[src/rtl/qk_inst_sequencer.sv]
// qk_inst_sequencer: drives the attention core's 19-bit instruction bus.
// It writes streamed Q/K vectors into qmem/kmem. It then runs the kernel
// load, execute, drain and output-FIFO-to-psum-memory writeback, and
// finally pulses done.
// Optional build macro PMEM_READBACK_EN adds a psum-memory readback phase
// (inst[1]) after writeback. Without it, inst[1] is never driven high.
module qk_inst_sequencer #(
  parameter int col       = 8,
  parameter int bw        = 8,
  parameter int pr        = 16,
  parameter int LOAD_GAP  = 4,
  parameter int DRAIN_CYC = 16
) (
  input  logic             clk,
  input  logic             reset,
  input  logic             start,
  input  logic [5:0]       q_len,
  input  logic [pr*bw-1:0] in_data,
  input  logic             in_valid,
  output logic             in_ready,
  output logic [18:0]      inst,
  output logic [pr*bw-1:0] mem_in,
  output logic             busy,
  output logic             done
);

  typedef enum logic [3:0] {
    S_IDLE, S_WR_Q, S_WR_K, S_LD_K, S_GAP, S_EXEC, S_DRAIN, S_OUT, S_RDBK, S_DONE
  } state_t;

  localparam logic [5:0] COL_W      = 6'(col);
  localparam logic [5:0] COL_LAST   = 6'(col - 1);
  localparam logic [5:0] GAP_LAST   = 6'(LOAD_GAP - 1);
  localparam logic [5:0] DRAIN_LAST = 6'(DRAIN_CYC - 1);

  state_t      state_r;
  logic [5:0]  cnt_r;
  logic [5:0]  q_len_r;
  logic [5:0]  cnt_m1_s;
  logic [5:0]  q_last_s;
  logic        accept_s;

  assign cnt_m1_s = cnt_r - 6'd1;
  assign q_last_s = q_len_r - 6'd1;
  assign accept_s = in_ready & in_valid;

  // Ready depends only on the write phase and how many beats have been taken.
  always_comb begin
    in_ready = 1'b0;
    case (state_r)
      S_WR_Q:  in_ready = (cnt_r < q_len_r);
      S_WR_K:  in_ready = (cnt_r < COL_W);
      default: in_ready = 1'b0;
    endcase
  end

  // Sequencer FSM: phase counter plus registered instruction and data outputs.
  always_ff @(posedge clk) begin
    if (reset) begin
      state_r <= S_IDLE;
      cnt_r   <= 6'd0;
      q_len_r <= 6'd0;
      inst    <= 19'd0;
      mem_in  <= '0;
      busy    <= 1'b0;
      done    <= 1'b0;
    end else begin
      inst <= 19'd0;
      done <= 1'b0;
      case (state_r)
        S_IDLE: begin
          cnt_r <= 6'd0;
          if (start) begin
            if (q_len == 6'd0) begin
              done <= 1'b1;
            end else if (q_len <= 6'd32) begin
              q_len_r <= q_len;
              busy    <= 1'b1;
              state_r <= S_WR_Q;
            end
          end
        end
        S_WR_Q: begin
          if (accept_s) begin
            inst[4]     <= 1'b1;
            inst[17:13] <= cnt_r[4:0];
            mem_in      <= in_data;
            // The last Q beat hands over with a cleared count so it is not reused for K.
            if (cnt_r == q_last_s) begin
              cnt_r   <= 6'd0;
              state_r <= S_WR_K;
            end else begin
              cnt_r <= cnt_r + 6'd1;
            end
          end
        end
        S_WR_K: begin
          if (accept_s) begin
            inst[2]     <= 1'b1;
            inst[17:13] <= cnt_r[4:0];
            mem_in      <= in_data;
            if (cnt_r == COL_LAST) begin
              cnt_r   <= 6'd0;
              state_r <= S_LD_K;
            end else begin
              cnt_r <= cnt_r + 6'd1;
            end
          end
        end
        S_LD_K: begin
          inst[6] <= 1'b1;
          if (cnt_r < COL_W) begin
            inst[3]     <= 1'b1;
            inst[17:13] <= cnt_r[4:0];
          end
          if (cnt_r == COL_W) begin
            cnt_r   <= 6'd0;
            state_r <= S_GAP;
          end else begin
            cnt_r <= cnt_r + 6'd1;
          end
        end
        S_GAP: begin
          if (cnt_r == GAP_LAST) begin
            cnt_r   <= 6'd0;
            state_r <= S_EXEC;
          end else begin
            cnt_r <= cnt_r + 6'd1;
          end
        end
        S_EXEC: begin
          inst[7] <= 1'b1;
          if (cnt_r < q_len_r) begin
            inst[5]     <= 1'b1;
            inst[17:13] <= cnt_r[4:0];
          end
          if (cnt_r == q_len_r) begin
            cnt_r   <= 6'd0;
            state_r <= S_DRAIN;
          end else begin
            cnt_r <= cnt_r + 6'd1;
          end
        end
        S_DRAIN: begin
          if (cnt_r == DRAIN_LAST) begin
            cnt_r   <= 6'd0;
            state_r <= S_OUT;
          end else begin
            cnt_r <= cnt_r + 6'd1;
          end
        end
        S_OUT: begin
          // FIFO pops on cycles 0..q_len-1; each popped word lands in pmem one cycle later.
          if (cnt_r < q_len_r) begin
            inst[18] <= 1'b1;
          end
          if (cnt_r != 6'd0) begin
            inst[0]    <= 1'b1;
            inst[12:8] <= cnt_m1_s[4:0];
          end
          if (cnt_r == q_len_r) begin
            cnt_r <= 6'd0;
`ifdef PMEM_READBACK_EN
            state_r <= S_RDBK;
`else
            state_r <= S_DONE;
`endif
          end else begin
            cnt_r <= cnt_r + 6'd1;
          end
        end
`ifdef PMEM_READBACK_EN
        S_RDBK: begin
          inst[1]    <= 1'b1;
          inst[12:8] <= cnt_r[4:0];
          if (cnt_r == q_last_s) begin
            cnt_r   <= 6'd0;
            state_r <= S_DONE;
          end else begin
            cnt_r <= cnt_r + 6'd1;
          end
        end
`endif
        S_DONE: begin
          done    <= 1'b1;
          busy    <= 1'b0;
          cnt_r   <= 6'd0;
          state_r <= S_IDLE;
        end
        default: begin
          cnt_r   <= 6'd0;
          busy    <= 1'b0;
          state_r <= S_IDLE;
        end
      endcase
    end
  end

endmodule

[config.mk]
export PLATFORM = sky130hd
export DESIGN_NAME = qk_inst_sequencer
export DESIGN_NICKNAME = d
export VERILOG_FILES = /design/src/rtl/qk_inst_sequencer.sv
export SDC_FILE = /design/constraint.sdc
export NUM_CORES = 1
export LEC_CHECK = 0
export BUFFER_PORTS_ARGS = -buffer_cell sky130_fd_sc_hd__buf_2
export CORE_ASPECT_RATIO = 1.2
export CORE_MARGIN = 2
export CORE_UTILIZATION = 35
export CTS_CLUSTER_DIAMETER = 50
export DETAILED_ROUTE_END_ITERATION = 16
export PLACE_DENSITY_LB_ADDON = 0.25
export SYNTH_ARGS = -nofsm -noshare
export SYNTH_HDL_FRONTEND = slang
export SYNTH_SLANG_ARGS = --single-unit
[constraint.sdc]
create_clock -name clk -period 5.2 [get_ports clk]
set_input_delay 0.26 -clock clk [delete_from_list [all_inputs] [get_ports clk]]
set_output_delay 0.26 -clock clk [all_outputs]
set_load 0.03 [all_outputs]
==> summary.md <==
| Metric | Value |
|---|---|
| Status | complete, no violations |
| DRT iter0 DRCs | 288 |
| Startpoint Class | register |
| WL met1 | 6890 µm |
| Die Y | 152 µm |
| Number of global-route vias before repair | 5109 |
| Stages on worst setup path | 9 |
| Total GRT Usage | 0.167 |
| Crit path capture | mem_in[39] |
| Global route total overflow | 0 |
| Post-Syn Nets | 799 |
| Core box area | 18000 µm² |
| CTS tree | built |
| Fmax | 0.310 GHz |
| Post-synth EDFFs | 0 |
| Num ports | 288 |
| H-Tree Depth | 4 |
| Top post-synthesis cells by area | dfxtp_1 (51%), mux2i_1 (21%), nor2_1 (9.5%) |
| Initial Util | 0.354 |
| Fin crit share | 0.620 |
| GP Congestion | 0.843 |
| Sequential area share after synthesis | 0.514 |
| CP max stage cell | dfxtp_1 |
| Postcts setup bufs | 0 |
| Hold Crit Depth | 3 |
| Netlist area before placement | 6390 µm² |
| Crit path max fanout | 39 |
| IO Port Bufs | 286 |
| Vias per inst | 4.67 |
| Synth cell types | 46 |
| WL met2 | 8000 µm |
| Max VDD drop | 197 µV |
| CP most frequent cell | buf_4 |
| Post-synthesis xor/xnor area fraction | 0.0151 |
| Synth Flop Type | dfxtp_1 |
| Register-to-Register Path Depth | 9 |
| Ys async rst share | 0 |
| Largest net degree at the start of global routing | 76 |
| Site Rows | 54 |
| Routed Antenna Nets | 0 |
| Antenna violations before repair | 1 |
| Post-synthesis mux area share | 0.211 |
| Die W | 127 µm |
| Synth Warn # | 0 |
| First-pass GRT wire length | 26000 µm |
| Sw frac | 0.337 |
| Root Buffer | clkbuf_16 |
| Fill count | 1775 |
| Worst Max-Slew Pin Slew | 1.05 ns |
| P_sw | 1210 µW |
| Max-slew violations | 0 |
| Critical path's top delay family | buffers and inverters |
| CP startpoint | cnt_r[3] |
| Drt wl/cell | 14.4 µm |
| Post_cts resized | 0 |
| Worst path bufs/invs | 2 |
| Vias | 5400 |
| Growth of design area from synthesis to finish | 33.1% |
| Largest family of logic cells by synthesized area | multiplexers |
| Clock power share | 0.324 |
| Fraction of layout instances using a drive strength above 1 | 0.348 |
| Worst hold slack | 0.0677 ns |
| Critical path endpoint category | register |
| Clock sink total | 164 |
| Crit path cell chain | ha_1, and4_4, o21a_1, nor4_1, o211ai_1, buf_4, buf_4, mux2i_1, nor2_1 |
| Final setup vio count | 0 |
| Post-synth top area share | 0.514 |
| Final Skew | 0.0111 ns |
| PwrDens | 421 nW/µm² |
| Unrepaired setup endpoints after global routing | no |
| Slowest stage delay, CP | 0.67 ns |
| Clk_lat worst skew | 0.42 ns |
| Adder-Cell Fraction of Synth Area | 0.0196 |
| Final hold viol count | 0 |
| Hold Crit Class | input pin to register |
| Post-synthesis simple-gate area fraction | 0.164 |
| Routed length on met3 | 1500 µm |
| DR pass1 iterations | 4 |
| Avg Cell Area, Syn | 9.82 µm² |
| Comb pwr share | 0.270 |
| Leakage power | 0.00497 µW |
| R2r endpoint | mem_in[39] |
| Worst Path Arrival | 3.50 ns |
| Slew HR | 0.302 |
| CTS hold repair buffers | 0 |
| Fin Setup TNS | 0 ns |
| Synth Area in Compound Gates | 0.0392 |
| Max cap viols | 0 |
| Clock buffer depth | 2 |
| Critical R2R Launch | cnt_r[3] |
| Tmin final | 3.23 ns |
| Area leader, netlist | dfxtp_1 |
| Synth Instances | 651 |
| Sequential share of power | 0.406 |
| DIE AREA | 19400 µm² |
| Post-synthesis sequential element count | 164 |
| Crit path kind | register to register |
| Post-DP HPWL | 12100 µm |
| Post-Route WL | 16700 µm |
| Top layer in use | met4 |
| Critical Path RT | 5.47 ns |
| # DRC | 0 |
| Reg2reg setup slack | 1.97 ns |
| Clock transition at path regs | 0.07 ns |
| Cell-internal power | 2370 µW |
| Layout Nets | 1068 |
| Cts bufs inserted | 17 |
| Commonest cells in the netlist | dfxtp_1 (164), nor2_1 (162), mux2i_1 (135) |
| Most common cell in the netlist | dfxtp_1 |
-- power groups by stage --
| stage | combinational, µW | sequential (µW) | clock, µW |
|---|---|---|---|
| after floorplan | 524 | 1660 | 0 |
| after global placement | 972 | 1480 | 0 |
| after detailed placement | 974 | 1480 | 0 |
| after CTS | 975 | 1450 | 1200 |
| after global routing | 1050 | 1470 | 1240 |
| final | 968 | 1450 | 1160 |
-- cell families (layout without fill, tap and decap cells) --
logic type,count (synthesis),in the layout
AOI/OAI and AO/OA,37,37
xor gates and xnor gates,11,11
adders and majority gates,10,10
buffers and inverters,55,336
DFF,164,164
muxes,135,135
other,1,2
and+or+nand+nor,238,238
-- metal layers --
layer | vias up | global-route usage
li1 | 2734 | -
met1 | 2430 | 0.198
met2 | 217 | 0.273
met3 | 19 | 0.0634
met4 | 0 | 0.0675
met5 | - | 0
-- worst min path at each step --
| stage | from | to | slack (ns) |
|---|---|---|---|
| floorplan | in_data[0] | mem_in[0] | 0.40 |
| global placement | mem_in[27] | mem_in[27] | 0.47 |
| detailed placement | mem_in[23] | mem_in[23] | 0.48 |
| CTS | in_data[103] | mem_in[103] | 0.04 |
| global route | in_data[42] | mem_in[42] | 0.05 |
| finish | in_data[87] | mem_in[87] | 0.07 |
-- per-stage QoR --
step	cell area, µm²	power, µW	std cells	worst slack [ns]	util
detailed placement	7960	2450	1125	1.94	0.441
global placement	7960	2450	1125	1.93	0.441
global route	8500	3760	1157	1.61	0.471
CTS	8500	3630	1156	1.91	0.471
floorplan	6390	2190	651	2.72	-
finish	8500	3580	1157	1.97	0.471
-- placed cells by master, fill, tap and decap left out, types with 3 or more instances in the layout --
| master | netlist | routed |
|---|---|---|
| a31oi_1 | 6 | 6 |
| nor2b_1 | 4 | 4 |
| a21o_1 | 3 | 3 |
| nor4_1 | 4 | 4 |
| a21oi_1 | 7 | 7 |
| clkinv_4 | 0 | 4 |
| or4_1 | 3 | 3 |
| nand2_1 | 19 | 19 |
| nand3_1 | 9 | 9 |
| buf_4 | 1 | 5 |
| nand2b_1 | 5 | 5 |
| xnor2_1 | 6 | 6 |
| mux2i_1 | 135 | 135 |
| buf_2 | 16 | 285 |
| nand4_1 | 5 | 5 |
| dfxtp_1 | 164 | 164 |
| nor2_1 | 162 | 162 |
| o21ai_0 | 3 | 3 |
| inv_6 | 0 | 5 |
| inv_1 | 15 | 15 |
| ha_1 | 10 | 10 |
| xor2_1 | 5 | 5 |
| or3_1 | 4 | 4 |
| and3_1 | 4 | 4 |
| clkbuf_16 | 0 | 17 |
| nor3_1 | 7 | 7 |
-- sequential cells by signal, indices dropped and copies added, names as in the netlist --
signal and cells:
done 1, inst 18, busy 1, q_len_r 6, state_r 4, mem_in 128
cnt_r 6
-- area by class of cell --
type / count / area (µm²) / area share
Multi-Input combinational cell: 432 / 2880 / 0.338
Tap cell: 224 / 280 / 0.0330
Antenna cell: 1 / 2.50 / 0.000294
Clock inverter: 11 / 93.8 / 0.0110
Sequential cell: 164 / 3280 / 0.386
Clock buffer: 20 / 447 / 0.0525
Inverter: 15 / 56.3 / 0.00662
Timing Repair Buffer: 290 / 1460 / 0.172
-- tightest hold or removal path, stage by stage --
cell     delay [ns]
buf_2          0.07
mux2i_1        0.05
nor2_1         0.07
Note: power is estimated with default switching activity, not from simulation.
